**src/rtl/ppu_vram_read_arbiter.sv**
```systemverilog
// Round-robin arbiter that lets several PPU fetch clients share one Avalon-MM read master.
// Accepted requester IDs are queued so each returned word goes back to the requester that issued it.
module ppu_vram_read_arbiter #(
    parameter int NUM_REQ         = 3,
    parameter int MAX_OUTSTANDING = 4
) (
    input  logic                   clk_50M,
    input  logic                   rst,
    input  logic [NUM_REQ-1:0]     req_valid,
    input  logic [32*NUM_REQ-1:0]  req_addr,
    output logic [NUM_REQ-1:0]     req_ready,
    output logic [NUM_REQ-1:0]     rsp_valid,
    output logic [31:0]            rsp_data,
    output logic                   avm_m0_read,
    output logic [31:0]            avm_m0_address,
    input  logic [31:0]            avm_m0_readdata,
    input  logic                   avm_m0_waitrequest,
    input  logic                   avm_m0_readdatavalid,
    output logic                   busy,
    output logic                   err_unexpected
);
    localparam int ID_W  = $clog2(NUM_REQ);
    localparam int PTR_W = $clog2(MAX_OUTSTANDING);
    localparam int CNT_W = $clog2(MAX_OUTSTANDING + 1);

    typedef enum logic {IDLE, ISSUE} state_t;

    state_t             state_reg, state_next;
    logic [ID_W-1:0]    rr_ptr_reg, rr_ptr_next;
    logic [ID_W-1:0]    winner_reg, winner_next;
    logic [31:0]        addr_reg, addr_next;
    logic [CNT_W-1:0]   count_reg, count_next;
    logic [PTR_W-1:0]   wr_ptr_reg, rd_ptr_reg;
    logic [NUM_REQ-1:0] rsp_valid_reg;
    logic [31:0]        rsp_data_reg;
    logic               err_reg;

    logic [ID_W-1:0]    id_fifo [MAX_OUTSTANDING];
    logic [31:0]        req_addr_arr [NUM_REQ];
    logic [NUM_REQ-1:0] pop_onehot;

    logic               grant_found;
    logic [ID_W-1:0]    grant_id;
    logic [ID_W-1:0]    cand_idx;
    logic               accept;
    logic               pop;

    generate
        for (genvar gi = 0; gi < NUM_REQ; gi++) begin : g_req
            assign req_addr_arr[gi] = req_addr[32*gi +: 32];
            assign req_ready[gi]    = accept && (winner_reg == ID_W'(gi));
            assign pop_onehot[gi]   = (id_fifo[rd_ptr_reg] == ID_W'(gi));
        end
    endgenerate

    // First valid requester at or after the round-robin pointer, wrapping.
    always_comb begin
        grant_found = 1'b0;
        grant_id    = '0;
        cand_idx    = '0;
        for (int k = 0; k < NUM_REQ; k++) begin
            cand_idx = ID_W'((int'(rr_ptr_reg) + k) % NUM_REQ);
            if (!grant_found && req_valid[cand_idx]) begin
                grant_found = 1'b1;
                grant_id    = cand_idx;
            end
        end
    end

    always_comb begin
        state_next  = state_reg;
        winner_next = winner_reg;
        addr_next   = addr_reg;
        rr_ptr_next = rr_ptr_reg;
        accept      = 1'b0;
        case (state_reg)
            IDLE: begin
                if (grant_found && (count_reg < CNT_W'(MAX_OUTSTANDING))) begin
                    state_next  = ISSUE;
                    winner_next = grant_id;
                    addr_next   = req_addr_arr[grant_id];
                end
            end
            ISSUE: begin
                if (!avm_m0_waitrequest) begin
                    accept      = 1'b1;
                    state_next  = IDLE;
                    rr_ptr_next = (winner_reg == ID_W'(NUM_REQ - 1)) ? '0 : winner_reg + 1'b1;
                end
            end
            default: state_next = IDLE;
        endcase
    end

    // A data beat with nothing outstanding is dropped and only flags the error.
    assign pop = avm_m0_readdatavalid && (count_reg != '0);

    always_comb begin
        count_next = count_reg;
        case ({accept, pop})
            2'b10:   count_next = count_reg + 1'b1;
            2'b01:   count_next = count_reg - 1'b1;
            default: count_next = count_reg;
        endcase
    end

    always_ff @(posedge clk_50M or posedge rst) begin
        if (rst) begin
            state_reg <= IDLE;
        end else begin
            state_reg <= state_next;
        end
    end

    always_ff @(posedge clk_50M or posedge rst) begin
        if (rst) begin
            rr_ptr_reg    <= '0;
            winner_reg    <= '0;
            addr_reg      <= '0;
            count_reg     <= '0;
            wr_ptr_reg    <= '0;
            rd_ptr_reg    <= '0;
            rsp_valid_reg <= '0;
            rsp_data_reg  <= '0;
            err_reg       <= 1'b0;
        end else begin
            rr_ptr_reg <= rr_ptr_next;
            winner_reg <= winner_next;
            addr_reg   <= addr_next;
            count_reg  <= count_next;
            if (accept) begin
                wr_ptr_reg <= wr_ptr_reg + 1'b1;
            end
            if (pop) begin
                rd_ptr_reg   <= rd_ptr_reg + 1'b1;
                rsp_data_reg <= avm_m0_readdata;
            end
            rsp_valid_reg <= pop ? pop_onehot : '0;
            if (avm_m0_readdatavalid && (count_reg == '0)) begin
                err_reg <= 1'b1;
            end
        end
    end

    // ID storage needs no reset: the pointers define which entries are live.
    always_ff @(posedge clk_50M) begin
        if (accept) begin
            id_fifo[wr_ptr_reg] <= winner_reg;
        end
    end

    assign avm_m0_read    = (state_reg == ISSUE);
    assign avm_m0_address = addr_reg;
    assign rsp_valid      = rsp_valid_reg;
    assign rsp_data       = rsp_data_reg;
    assign busy           = (state_reg == ISSUE) || (count_reg != '0);
    assign err_unexpected = err_reg;

endmodule

```
**config.mk**
```make
export PLATFORM = sky130hd
export DESIGN_NAME = ppu_vram_read_arbiter
export DESIGN_NICKNAME = d
export VERILOG_FILES = /design/src/rtl/ppu_vram_read_arbiter.sv
export SDC_FILE = /design/constraint.sdc
export NUM_CORES = 1
export LEC_CHECK = 0
export ABC_CLOCK_PERIOD_IN_PS = 6700
export CAP_MARGIN = 20
export CORE_UTILIZATION = 40
export CTS_CLUSTER_DIAMETER = 30
export DETAILED_ROUTE_END_ITERATION = 10
export GPL_TIMING_DRIVEN = 0
export PLACE_DENSITY = 0.81
export SYNTH_ARGS = -nofsm -noshare
export SYNTH_HDL_FRONTEND = slang
export SYNTH_SLANG_ARGS = --single-unit
```
**constraint.sdc**
```tcl
create_clock -name clk_50M -period 6.7 [get_ports clk_50M]
set_clock_uncertainty 0.15 [all_clocks]
set_input_delay 1.34 -clock clk_50M [delete_from_list [all_inputs] [get_ports clk_50M]]
set_output_delay 1.34 -clock clk_50M [all_outputs]
set_load 0.01 [all_outputs]
```
=== Word-level counts from Yosys, hierarchy flattened ===
Memory sizes are Yosys's and may differ from the RTL's.
Cells that the tools add are included.

* Add/sub/neg operators: 7
* Multipliers: 0
* Divide/modulo/power cells: 3
* Order comparisons: 5
* Equality and inequality tests: 6
* Shifts and indexed selects: 0
* Muxes and demuxes: 25
* Bitwise logic cells: 3
* Reductions and logical operators: 18

{| class="wikitable"
|+ Operator list
! cell !! count
|-
| $bmux W32 S2 || 1
|-
| $mod A32 B3 Y32 const B || 2
|-
| $mux W32 || 2
|-
| $mod A3 B3 Y32 const B || 1
|-
| $mux W1 || 12
|-
| $lt A2 B3 Y1 const B || 3
|-
| $logic_and A1 B1 Y1 || 8
|-
| $mux W2 || 4
|-
| $add A2 B1 Y2 const B || 3
|-
| $bmux W1 S2 || 3
|-
| $eq A2 B1 Y1 const B || 3
|-
| $eq A2 B2 Y1 const B || 3
|-
| $pmux W3 S2 || 1
|-
| $logic_not A2 Y1 || 2
|-
| $reduce_and A2 Y1 || 2
|-
| $add A2 B1 Y3 const B || 1
|-
| $add A2 B2 Y3 const B || 1
|-
| $add A3 B1 Y3 const B || 1
|-
| $ge A3 B3 Y1 const B || 1
|-
| $logic_not A3 Y1 || 1
|-
| $lt A3 B3 Y1 const B || 1
|-
| $mux W3 || 1
|-
| $not A2 Y3 || 1
|-
| $reduce_bool A3 Y1 || 1
|-
| 6 further kinds || 8
|}

* Register bits: 80
* Latch bits: 0
* Bits in writable memories: 8
* Bits in read-only memories: 0
* Bits of input ports: 135
* Word-level logic and storage cells: 78
* Memories: 1

{| class="wikitable"
|+ Memories
! name !! depth !! bits a word !! read ports !! clocked after Yosys merged registers in !! write ports !! line !! text
|-
| id_fifo || 4 || 2 || 1 || 0 || 1 || 38 || <nowiki>logic [ID_W-1:0] id_fifo [MAX_OUTSTANDING];</nowiki>
|}

=== Logic depth before layout (Yosys ltp) ===
Gate-level depths: netlist of the first run.

* Word-level depth: 14
* Mapped depth: 11
* Depth with buffers taken out: 9

=== Worst setup path before layout of the first run ===
Ideal clock, no wire load.

* Path type: input to output
* Start: in avm_m0_waitrequest
* End: out req_ready[1]
* Data arrival time: 2.150 ns
* Slack: 3.060 ns
* Stages: 4
* Cells stage by stage: nor2b_1 > clkbuf_1 > inv_1 > nor3b_1

* Longest elaborated chain between the ends: 3

{| class="wikitable"
|+ Ends and longest elaborated chain
! element !! line !! text
|-
| start: declaration || 17 || <nowiki>input logic avm_m0_waitrequest,</nowiki>
|-
| $mux W1 || 85 || <nowiki>if (!avm_m0_waitrequest) begin</nowiki>
|-
| $mux W1 || 76 || <nowiki>case (state_reg)</nowiki>
|-
| $logic_and A1 B1 Y1 || 51 || <nowiki>assign req_ready[gi] = accept && (winner_reg == ID_W'(gi));</nowiki>
|-
| end: declaration || 11 || <nowiki>output logic [NUM_REQ-1:0] req_ready,</nowiki>
|}

No other way between the ends.

=== Worst setup path in the final report of the first run ===
* Start: in avm_m0_waitrequest
* End: out req_ready[2]

The elaborated chain is that of the path after synthesis.

==> impl_metrics.yaml, run 1 <==
die:
  rows: 40
  core_area_mm2: 0.0122
  die_w_um: 115
  io_pins: 208
  die-area_mm2: 0.0132
  fp.dieH_um: 115
  initial_core_util_pct: 41.8
yosys:
  syn_inst: 568
  synth_ff_type: "dfrtp_1"
  synth_compound_area_share_pct: 16.7
  ys_warn_count: 0
  synth_xor_area_share_pct: 1.03
  yosys.cell_types.count: 39
  syn_area_mm2: 0.00511
  ys_seq_elements: 88
  post_synth_fa_ha_maj_area_fraction_pct: 2.60
  synthSimpleGateAreaFrac_pct: 18.0
  async_flop_share_pct: 90.9
  syn_avg_cell_area_um2: 8.99
  synth_nets: 713
  yosysSeqAreaShare_pct: 43.9
  synth_mux_area_share_pct: 11.0
  synth_edf_count: 8
  synth_top_family_by_area: "simple AND/OR/NAND/NOR gates"
finish:
  drive_gt1_share_pct: 7.58
  final_cell_mix: "clkdlybuf4s50_1, nand2_1, dfrtp_1"
  final_common_cell: "clkdlybuf4s50_1"
  diodes: 0
  seq_area_mm2: 0.00224
  multi_input_area_mm2: 0.00252
  nets: 932
  syn2layout_area_growth_pct: 51.0
  fillers: 1050
clock_network:
  ctsHtreeMaxLevel: 3
  clk_pin_slew_worst_paths_ns: 0.06
  cts_num_sinks: 88
  clockBufferDepth: 2
  cts_setup_buffers: 0
  cts_hold_buffers: 0
  cts_tree: "yes"
  cts_resized: 0
  numCtsBuffers: 9
  clk_latency_ns: 0.34
  cts_root_buffer: "clkbuf_16"
power_and_ir_drop:
  p_seq_share_pct: 28.4
  p_switching_mw: 1.22
  finalPower_mw: 3.15
  vdd_drop_max_mv: 0.186
  power_leakage_nw: 3.49
  sw_frac_of_total_pct: 38.9
  comb_power_share_pct: 55.8
  clkPwrFrac_pct: 15.9
  p_int_mw: 1.92
  cellPowerDensity_mw_per_mm2: 408
setup_path:
  cp_data_required_time_ns: 5.21
  rr_worst_depth: 11
  start_kind: "primary input"
  arrival_ns: 3.19
  r2r_slack_ns: 3.56
  crit_type: "primary input to primary output"
  worstReg2RegStart: "count_reg[0]$_DFFE_PP0P_"
  reg2reg_to: "count_reg[2]$_DFFE_PP0P_"
  worst_setup_path_end_kind: "primary output"
  cp_max_fo: 8
min_path:
  min_path_type: "flop to flop"
  worstHoldPathCells: 1
  min_to: "err_unexpected$_DFFE_PP0P_"
  timing.hold.worst.start: "err_unexpected$_DFFE_PP0P_"
timing:
  setup_viol: 0
  final_hold_viol_count: 0
  drv_slew: 0
  min_period_ns: 4.68
  fmax_mhz: 214
  min_period_over_period_pct: 69.8
  relSlewSlack_pct: 52.9
  setup_tns_ns: 0
  worstMarginPinSlew_ns: 0.688
  rsz0062_at_grt: "no"
routing:
  avgRoutedWirePerCell_um: 16.2
  post-route-drc-count: 0
  detail_route.first_pass.iterations: 5
  drtIter0Drc: 326
  vias: 4954
  ant_nets: 0
  wl_mm: 15.6
  vias_per_cell: 5.16
placed_design:
  place.gp.congestion: 0.857
  io_buffers: 207
  dp_hpwl_mm: 11.8
global_route:
  grt_pass1_wl_mm: 24.3
  grt-ovfl-total: 0
  track_usage_pct: 23.7
  grt_max_degree: 49
  grt_pass1_vias: 5071
  antenna_found_initial: 0
status:
  outcome: "completed"
flow_run:
  drv_cap: 0
## final cells by class
cell class                      instances  area share [%]
Buffer                                 40            2.43
Clock buffer                           11            3.02
Clock inverter                          5           0.763
Inverter                               42            2.08
Multi-Input combinational cell        398            32.7
Sequential cell                        88            29.1
Tap cell                              168            2.73
Timing Repair Buffer                  208            27.2
## routing by layer
metal | wire, um | global-route usage [%] | vias up
met5 | 0 | 0 | -
met4 | 223 | 7.97 | 0
met3 | 1470 | 6.96 | 22
met2 | 7570 | 41.8 | 269
met1 | 6330 | 27.5 | 2301
li1 | - | - | 2362
## synth_stat cells, drive strengths merged, types with 4 or more instances
| master | instances | share of area, % |
|---|---|---|
| buf | 11 | 1.5 |
| edfxtp | 8 | 4.7 |
| a22o | 31 | 5.3 |
| o221ai | 31 | 5.3 |
| ha | 9 | 2.2 |
| a21o | 4 | 0.59 |
| mux2i | 5 | 0.98 |
| nor2 | 66 | 4.9 |
| mux2 | 32 | 9.1 |
| and2 | 4 | 0.49 |
| clkbuf | 29 | 2.1 |
| a21oi | 33 | 3.2 |
| nor3b | 6 | 0.88 |
| nand2 | 138 | 10 |
| dfrtp | 80 | 39 |
| inv | 41 | 3.0 |
| o21ai | 10 | 0.98 |
| xnor2 | 4 | 0.69 |
## power by group through the flow
stage / Combinational, mW / Sequential, mW / Clock [mW]
3_3_place_gp: 1.68 / 0.890 / 0
6_report: 1.76 / 0.893 / 0.500
5_1_grt: 1.91 / 0.917 / 0.532
2_1_floorplan: 0.977 / 0.949 / 0
4_1_cts: 1.76 / 0.894 / 0.511
3_5_place_dp: 1.75 / 0.896 / 0
## metrics by stage
| stage | hold WS (ns) | utilization, % | std cells | cell area (um^2) | worst slack [ns] |
|---|---|---|---|---|---|
| after floorplan | 0.315 | - | 568 | 5110 | 3.06 |
| after global placement | 0.292 | 60.5 | 943 | 7390 | 1.87 |
| after detailed placement | 0.300 | 60.7 | 944 | 7420 | 1.99 |
| after CTS | 0.314 | 63.1 | 960 | 7710 | 1.99 |
| after global routing | 0.331 | 63.1 | 960 | 7710 | 1.86 |
| final | 0.310 | 63.1 | 960 | 7710 | 2.02 |
## critical path: stages
cell and delay, ns:
clkdlybuf4s50_1 0.42, nor2b_1 0.11, clkbuf_1 0.26, inv_1 0.19, nor3b_1 0.29, clkdlybuf4s50_1 0.58
## how the worst max path moves through the flow
stage,start,endpoint,slack (ns),cells after the start
2_1_floorplan,avm_m0_waitrequest,req_ready[1],3.06,4
3_3_place_gp,rst,avm_m0_address[22]$_DFFE_PP0P_,1.87,2
3_5_place_dp,avm_m0_waitrequest,req_ready[2],1.99,6
4_1_cts,avm_m0_waitrequest,req_ready[2],1.99,6
5_1_grt,avm_m0_waitrequest,req_ready[2],1.86,6
6_report,avm_m0_waitrequest,req_ready[2],2.02,6
## logic make-up (layout without fill, tap and decap cells)
kind of cell             after synthesis  in the layout
flip-flops                            88             88
XOR/XNOR                               6              6
buffers and inverters                 82            306
adder cells (fa/ha/maj)               10             10
multiplexers                          39             39
AND/OR/NAND/NOR                      227            227
AO/OA/AOI/OAI                        116            116
Note: power is estimated with default switching activity, not from simulation.
==> inputs of run 2 (changes only) <==
--- a/config.mk
+++ b/config.mk
@@ -5,7 +5,7 @@
 export SDC_FILE = /design/constraint.sdc
 export NUM_CORES = 1
 export LEC_CHECK = 0
-export ABC_CLOCK_PERIOD_IN_PS = 6700
+export ABC_CLOCK_PERIOD_IN_PS = 4500
 export CAP_MARGIN = 20
 export CORE_UTILIZATION = 40
 export CTS_CLUSTER_DIAMETER = 30
==> constraint.sdc (replaced) <==
create_clock -name clk_50M -period 4.5 [get_ports clk_50M]
set_clock_uncertainty 0.15 [all_clocks]
set_input_delay 0.9 -clock clk_50M [delete_from_list [all_inputs] [get_ports clk_50M]]
set_output_delay 0.9 -clock clk_50M [all_outputs]
set_load 0.01 [all_outputs]
==> results of run 2 <==
The final DEF is identical to that of run 1. Status: completed.
Main changes from that run: setup slack after placement 1.99 ns -> 0.674 ns; setup slack after layout 2.02 ns -> 0.701 ns; register-to-register setup slack 3.56 ns -> 1.36 ns; total power 3.15 mW -> 4.69 mW; worst IR drop on VDD 0.186 mV -> 0.277 mV
